File: src/rtl/load_store_unit.sv
// Data-memory initiator: one load/store per op over a req/ack bus, with byte enables, lane steering and load extension.
// Optional build macro MISALIGN_TRAP_EN: misaligned half/word ops complete immediately with err instead of being aligned down.
module load_store_unit #(
  parameter int ADDR_W      = 10,
  parameter int TIMEOUT_CYC = 16
) (
  input  logic              clk,
  input  logic              reset,
  input  logic              op_valid,
  input  logic              op_write,
  input  logic [1:0]        op_size,
  input  logic              op_unsigned,
  input  logic [31:0]       op_addr,
  input  logic [31:0]       op_wdata,
  output logic              stall,
  output logic              done,
  output logic              err,
  output logic [31:0]       ld_data,
  output logic              mem_req,
  output logic              mem_we,
  output logic [ADDR_W-1:0] mem_addr,
  output logic [3:0]        mem_be,
  output logic [31:0]       mem_wdata,
  input  logic              mem_ack,
  input  logic [31:0]       mem_rdata
);

  localparam int CNT_W = (TIMEOUT_CYC > 0) ? $clog2(TIMEOUT_CYC + 1) : 1;

  typedef enum logic [1:0] {S_IDLE, S_REQ, S_DONE} state_t;

  state_t              state_q, state_d;
  logic [CNT_W-1:0]    cnt_q, cnt_d;
  logic [1:0]          size_q, size_d;
  logic [1:0]          off_q, off_d;
  logic                uns_q, uns_d;
  logic                mem_req_q, mem_req_d;
  logic                mem_we_q, mem_we_d;
  logic [ADDR_W-1:0]   mem_addr_q, mem_addr_d;
  logic [3:0]          mem_be_q, mem_be_d;
  logic [31:0]         mem_wdata_q, mem_wdata_d;
  logic                done_q, done_d;
  logic                err_q, err_d;
  logic [31:0]         ld_data_q, ld_data_d;

  logic [1:0]          a_eff;
  logic [3:0]          be_new;
  logic [31:0]         wdata_new;
  logic                trap;
  logic                timed_out;
  logic                unused_addr_hi;

  // Upper address bits wrap away.
  assign unused_addr_hi = ^op_addr[31:ADDR_W+2];

  function automatic logic [31:0] extract_load(input logic [31:0] rdata,
                                               input logic [1:0]  size,
                                               input logic [1:0]  off,
                                               input logic        uns);
    logic [31:0] sh;
    sh = rdata >> {off, 3'b000};
    case (size)
      2'b00:   extract_load = uns ? {24'b0, sh[7:0]}  : {{24{sh[7]}}, sh[7:0]};
      2'b01:   extract_load = uns ? {16'b0, sh[15:0]} : {{16{sh[15]}}, sh[15:0]};
      default: extract_load = rdata;
    endcase
  endfunction

  // Lane offset after aligning down; misaligned ops only reach the bus when not trapped.
  always_comb begin
    case (op_size)
      2'b00: begin
        a_eff     = op_addr[1:0];
        be_new    = 4'b0001 << op_addr[1:0];
        wdata_new = {4{op_wdata[7:0]}};
      end
      2'b01: begin
        a_eff     = {op_addr[1], 1'b0};
        be_new    = op_addr[1] ? 4'b1100 : 4'b0011;
        wdata_new = {2{op_wdata[15:0]}};
      end
      default: begin
        a_eff     = 2'b00;
        be_new    = 4'b1111;
        wdata_new = op_wdata;
      end
    endcase
`ifdef MISALIGN_TRAP_EN
    trap = ((op_size == 2'b01) && op_addr[0]) ||
           (op_size[1] && (op_addr[1:0] != 2'b00));
`else
    trap = 1'b0;
`endif
  end

  assign timed_out = (TIMEOUT_CYC != 0) &&
                     (({1'b0, cnt_q} + 1'b1) == (CNT_W + 1)'(TIMEOUT_CYC));

  always_comb begin
    state_d     = state_q;
    cnt_d       = cnt_q;
    size_d      = size_q;
    off_d       = off_q;
    uns_d       = uns_q;
    mem_req_d   = mem_req_q;
    mem_we_d    = mem_we_q;
    mem_addr_d  = mem_addr_q;
    mem_be_d    = mem_be_q;
    mem_wdata_d = mem_wdata_q;
    done_d      = 1'b0;
    err_d       = 1'b0;
    ld_data_d   = 32'b0;
    case (state_q)
      S_IDLE: begin
        if (op_valid) begin
          size_d      = op_size;
          off_d       = a_eff;
          uns_d       = op_unsigned;
          mem_we_d    = op_write;
          mem_addr_d  = op_addr[ADDR_W+1:2];
          mem_be_d    = be_new;
          mem_wdata_d = wdata_new;
          cnt_d       = '0;
          if (trap) begin
            state_d = S_DONE;
            done_d  = 1'b1;
            err_d   = 1'b1;
          end else begin
            state_d   = S_REQ;
            mem_req_d = 1'b1;
          end
        end
      end
      S_REQ: begin
        if (mem_ack) begin
          state_d   = S_DONE;
          mem_req_d = 1'b0;
          done_d    = 1'b1;
          cnt_d     = '0;
          ld_data_d = mem_we_q ? 32'b0 : extract_load(mem_rdata, size_q, off_q, uns_q);
        end else if (timed_out) begin
          state_d   = S_DONE;
          mem_req_d = 1'b0;
          done_d    = 1'b1;
          err_d     = 1'b1;
          cnt_d     = '0;
        end else begin
          cnt_d = cnt_q + 1'b1;
        end
      end
      default: begin
        state_d = S_IDLE;
      end
    endcase
  end

  always_ff @(posedge clk or negedge reset) begin
    if (!reset) begin
      state_q     <= S_IDLE;
      cnt_q       <= '0;
      size_q      <= 2'b00;
      off_q       <= 2'b00;
      uns_q       <= 1'b0;
      mem_req_q   <= 1'b0;
      mem_we_q    <= 1'b0;
      mem_addr_q  <= '0;
      mem_be_q    <= 4'b0;
      mem_wdata_q <= 32'b0;
      done_q      <= 1'b0;
      err_q       <= 1'b0;
      ld_data_q   <= 32'b0;
    end else begin
      state_q     <= state_d;
      cnt_q       <= cnt_d;
      size_q      <= size_d;
      off_q       <= off_d;
      uns_q       <= uns_d;
      mem_req_q   <= mem_req_d;
      mem_we_q    <= mem_we_d;
      mem_addr_q  <= mem_addr_d;
      mem_be_q    <= mem_be_d;
      mem_wdata_q <= mem_wdata_d;
      done_q      <= done_d;
      err_q       <= err_d;
      ld_data_q   <= ld_data_d;
    end
  end

  // Gated by reset so stall also reads 0 while reset is held.
  assign stall     = reset && (((state_q == S_IDLE) && op_valid) || (state_q == S_REQ));
  assign done      = done_q;
  assign err       = err_q;
  assign ld_data   = ld_data_q;
  assign mem_req   = mem_req_q;
  assign mem_we    = mem_we_q;
  assign mem_addr  = mem_addr_q;
  assign mem_be    = mem_be_q;
  assign mem_wdata = mem_wdata_q;

endmodule

File: config.mk
export PLATFORM = sky130hd
export DESIGN_NAME = load_store_unit
export DESIGN_NICKNAME = d
export VERILOG_FILES = /design/src/rtl/load_store_unit.sv
export SDC_FILE = /design/constraint.sdc
export NUM_CORES = 1
export LEC_CHECK = 0
export ABC_CLOCK_PERIOD_IN_PS = 2100
export CORE_UTILIZATION = 42
export CTS_CLUSTER_DIAMETER = 120
export CTS_CLUSTER_SIZE = 12
export DETAILED_ROUTE_END_ITERATION = 8
export GPL_TIMING_DRIVEN = 0
export PLACE_DENSITY = 0.88
export SLEW_MARGIN = 20
export SYNTH_ARGS = -nofsm -noshare
export SYNTH_HDL_FRONTEND = slang
export SYNTH_SLANG_ARGS = --single-unit
File: constraint.sdc
create_clock -name clk -period 2.1 [get_ports clk]
set_input_delay 0.42 -clock clk [delete_from_list [all_inputs] [get_ports clk]]
set_output_delay 0.42 -clock clk [all_outputs]
set_load 0.1 [all_outputs]
==> implementation parameters <==
Parameter                              Value

Clock tree
  Clock buffers created by TritonCTS ... 9
  Clock-pin transition on the worst setup and hold timing paths ... 0.10 ns
  Insertion delay to the later sink of the worst-skew pair ... 0.36 ns
  Cell at the root of the clock tree ... sky130_fd_sc_hd__clkbuf_8
  Clock tree from TritonCTS ... yes
  Number of buffers on the longest clock path ... 2
  Number of levels in the clock H-tree ... 3
  Post CTS Setup Buffer Count ... 0
  # clock sinks ... between 90 and 100

Floorplan
  I/O Pins ... between 150 and 200
  Die width ... 103 um
  Core Rows ... 36
  Die extent in y ... 103 um
  Effective utilization at floorplan ... 0.435
  DIE AREA ... between 0.01 and 0.015 mm^2
  Core region area ... between 0.009 and 0.01 mm^2

Drt
  Vias ... 4104
  Wire length reported by the detailed router ... approximately 13000 um
  DRC violation count after routing ... 0
  Average wire length per cell after detail routing ... between 15 and 20 um
  Vias per cell ... 5.34
  Post-route antenna net violation count ... 0
  1st-iter DRT viols ... approximately 170
  Length of the first detailed-routing pass in iterations ... 5

Global routing
  Initial antenna violation count ... 0
  Overall overflow remaining after global route ... 0
  Global-route wire length before repair ... 19800 um
  Combined global-route utilization of all metal layers ... 0.252
  Maximum number of pins on one net before global-route repair ... 77
  Number of global-route vias before repair ... 3923

Timing
  Final Cycle Share ... 0.974
  Count of final hold-check violations ... 0
  Highest clock rate ... 489 MHz
  Final setup violation count ... 0
  Worst Tran Pin Value ... ~1 ns
  RSZ-0062 raised after global routing ... no
  Slew HR ... 0.335
  Post-layout min period ... between 2 and 2.5 ns
  Final number of max-transition violations ... 0
  Worst Clk Skew ... around 0.014 ns

Synthesis
  Number of warnings printed during yosys synthesis ... 0
  Post-synth EDFFs ... 0
  Cell variety after synth ... 32
  Nets in the synthesized netlist ... approximately 560
  Post-Synthesis Cells ... ~450
  Number of register bits inferred by synthesis ... 94
  Syn Std Cell Area ... 0.00425 mm^2
  Main synth FF type ... sky130_fd_sc_hd__dfrtp_1
  Share of async-settable or async-resettable flops after synthesis ... 1.00
  Proportion of synthesized chip area in sequential cells ... 0.553
  Mean area per synthesized cell ... roughly 9.4 um^2

Status
  Status ... finished, final reports clean

Pwr
  Max IR drop VDD ... approximately 1.3 mV
  Overall power after layout ... about 9.8 mW
  Leakage ... between 3 and 4 nW
  Power per cell area ... 1570 mW/mm^2

Worst setup path
  Kind of critical path ... reg2out
  Slowest CP cell ... sky130_fd_sc_hd__dlygate4sd2_1
  Top delay family on crit path ... buffers and inverters
  Arrival time at the worst endpoint ... 1.62 ns
  Type of destination of the critical path ... output port
  CP Buf/Inv Count ... 1
  CP peak stage delay ... slightly below 0.9 ns
  Critical path peak fanout ... 2
  Worst path cell trace ... dlygate4sd2_1
  Data required time of the critical path ... 1.68 ns
  Kind of launch point of the worst setup path ... flip-flop

Finish
  Synthesis-to-layout area growth ... 46.2%
  Layout cells sized above 1 ... 0.0613
  End-of-flow core utilization ... 0.636
  Antenna Diode Count ... 0
  Final net count ... ~740

Min path
  Class of the worst hold path ... in2async

Place
  Final weighted congestion of routability-driven global placement ... roughly 0.91
  DPL Wire Length ... 9820 um
  Port Buffer Count ... 165

Flow run
  Count of maximum capacitance violations ... 0
## stage by stage
| stage | setup WS (ns) | area, um^2 | hold WS (ns) | setup TNS, ns | instances |
|---|---|---|---|---|---|
| floorplan | 0.253 | 4250 | 0.124 | 0 | 453 |
| global placement | -3.81 | 6070 | 0.456 | -267.42 | 751 |
| detailed placement | -0.679 | 6100 | 0.278 | -2.27 | 752 |
| CTS | 0.0409 | 6220 | 0.0804 | 0 | 769 |
| global route | 0.0186 | 6220 | 0.0887 | 0 | 769 |
| finish | 0.0552 | 6220 | 0.0539 | 0 | 769 |
## path summary, 6_finish.rpt
check | start | to | slack, ns | cells past startpoint
max | mem_wdata[10] | mem_wdata[10] | 0.06 | 1
min in group clk | mem_addr[2] | mem_addr[2] | 0.48 | 2
min reg2reg | mem_addr[2] | mem_addr[2] | 0.48 | 2
max reg2reg | state_q[0] | state_q[0] | 0.26 | 5
min | reset | ld_data[16] | 0.05 | 2
max in group asynchronous | reset | mem_wdata[19] | 0.84 | 2
## routing by layer
layer / GRT usage / part of all wire / vias to the layer above
li1: - / - / 1902
met1: 0.303 / 0.39 / 1943
met2: 0.415 / 0.48 / 230
met3: 0.0780 / 0.10 / 29
met4: 0.113 / 0.027 / 0
met5: 0 / 0 / -
## logic make-up after synthesis
family | after synthesis | share of synthesized area
AND/OR/NAND/NOR | 179 | 0.174
adder cells (fa/ha/maj) | 1 | 0.00294
flip-flops | 94 | 0.553
buffers and inverters | 32 | 0.0300
multiplexers | 35 | 0.0827
AO/OA/AOI/OAI | 112 | 0.157
## final cells by class
class                   instances  area [um^2]
repair buffers                167         1590
clock buffers                  10          138
fillers                       833         3560
inverters                       2         7.51
flip-flops and latches         94         2350
well taps                     133          166
plain buffers                  30          120
multi-input cells             327         1780
clock inverters                 6         68.8
## power breakdown
part | switching, mW | internal [mW] | leakage [nW] | total, mW
Clock | 0.671 | 0.592 | 0.103 | 1.26
Combinational | 4.82 | 1.05 | 1.73 | 5.88
Sequential | 0.309 | 2.33 | 1.22 | 2.64
## flip-flops by register name, summed over array words and instances, names as in the netlist
name and flops:
off_q 2, done 1, err 1, state_q 2, uns_q 1, mem_be 4, mem_addr 10, ld_data 32
cnt_q 5, mem_req 1, mem_wdata 32, size_q 2, mem_we 1
## Yosys cell counts (all sizes together) (4+ instances only)
master  count  area (um^2)
mux2i      34          340
o21ai      36          180
nor2b       6         37.5
o31ai      10         75.1
clkbuf     21         78.8
a211oi      8         60.1
dfrtp      94         2350
a21oi      44          220
nor2       33          126
buf         9         41.3
nand2b      4         25.0
nand2     122          458
o221a       7         78.8
## placed cells by master (no fill, tap or decap), types with 2 or more instances in the layout
master / Yosys / layout
sky130_fd_sc_hd__dfrtp_1: 94 / 94
sky130_fd_sc_hd__nand3b_1: 2 / 2
sky130_fd_sc_hd__clkdlybuf4s50_1: 0 / 81
sky130_fd_sc_hd__o21a_1: 2 / 2
sky130_fd_sc_hd__nand2b_1: 4 / 4
sky130_fd_sc_hd__nand2_1: 122 / 122
sky130_fd_sc_hd__nand4_1: 2 / 2
sky130_fd_sc_hd__or3_1: 2 / 2
sky130_fd_sc_hd__nor2_1: 32 / 31
sky130_fd_sc_hd__mux2i_1: 34 / 34
sky130_fd_sc_hd__dlygate4sd2_1: 0 / 81
sky130_fd_sc_hd__and2_1: 2 / 2
sky130_fd_sc_hd__a21oi_1: 44 / 44
sky130_fd_sc_hd__nor2b_1: 6 / 6
sky130_fd_sc_hd__o21ai_0: 36 / 36
sky130_fd_sc_hd__o221a_2: 7 / 7
sky130_fd_sc_hd__clkbuf_1: 21 / 21
sky130_fd_sc_hd__nand3_1: 2 / 2
sky130_fd_sc_hd__nor2_2: 1 / 2
sky130_fd_sc_hd__a211oi_1: 8 / 8
sky130_fd_sc_hd__buf_2: 6 / 7
sky130_fd_sc_hd__o31ai_1: 10 / 10
sky130_fd_sc_hd__inv_1: 2 / 2
sky130_fd_sc_hd__buf_1: 3 / 3
sky130_fd_sc_hd__inv_6: 0 / 2
sky130_fd_sc_hd__clkbuf_8: 0 / 10
## what timing repair did
item                       4_1_cts  5_1_grt
hold buffers                     1        0
hold endpoints to repair        18        0
setup endpoints to repair       83        0
resized for setup               90        0
(Power assumes the default switching activity.)
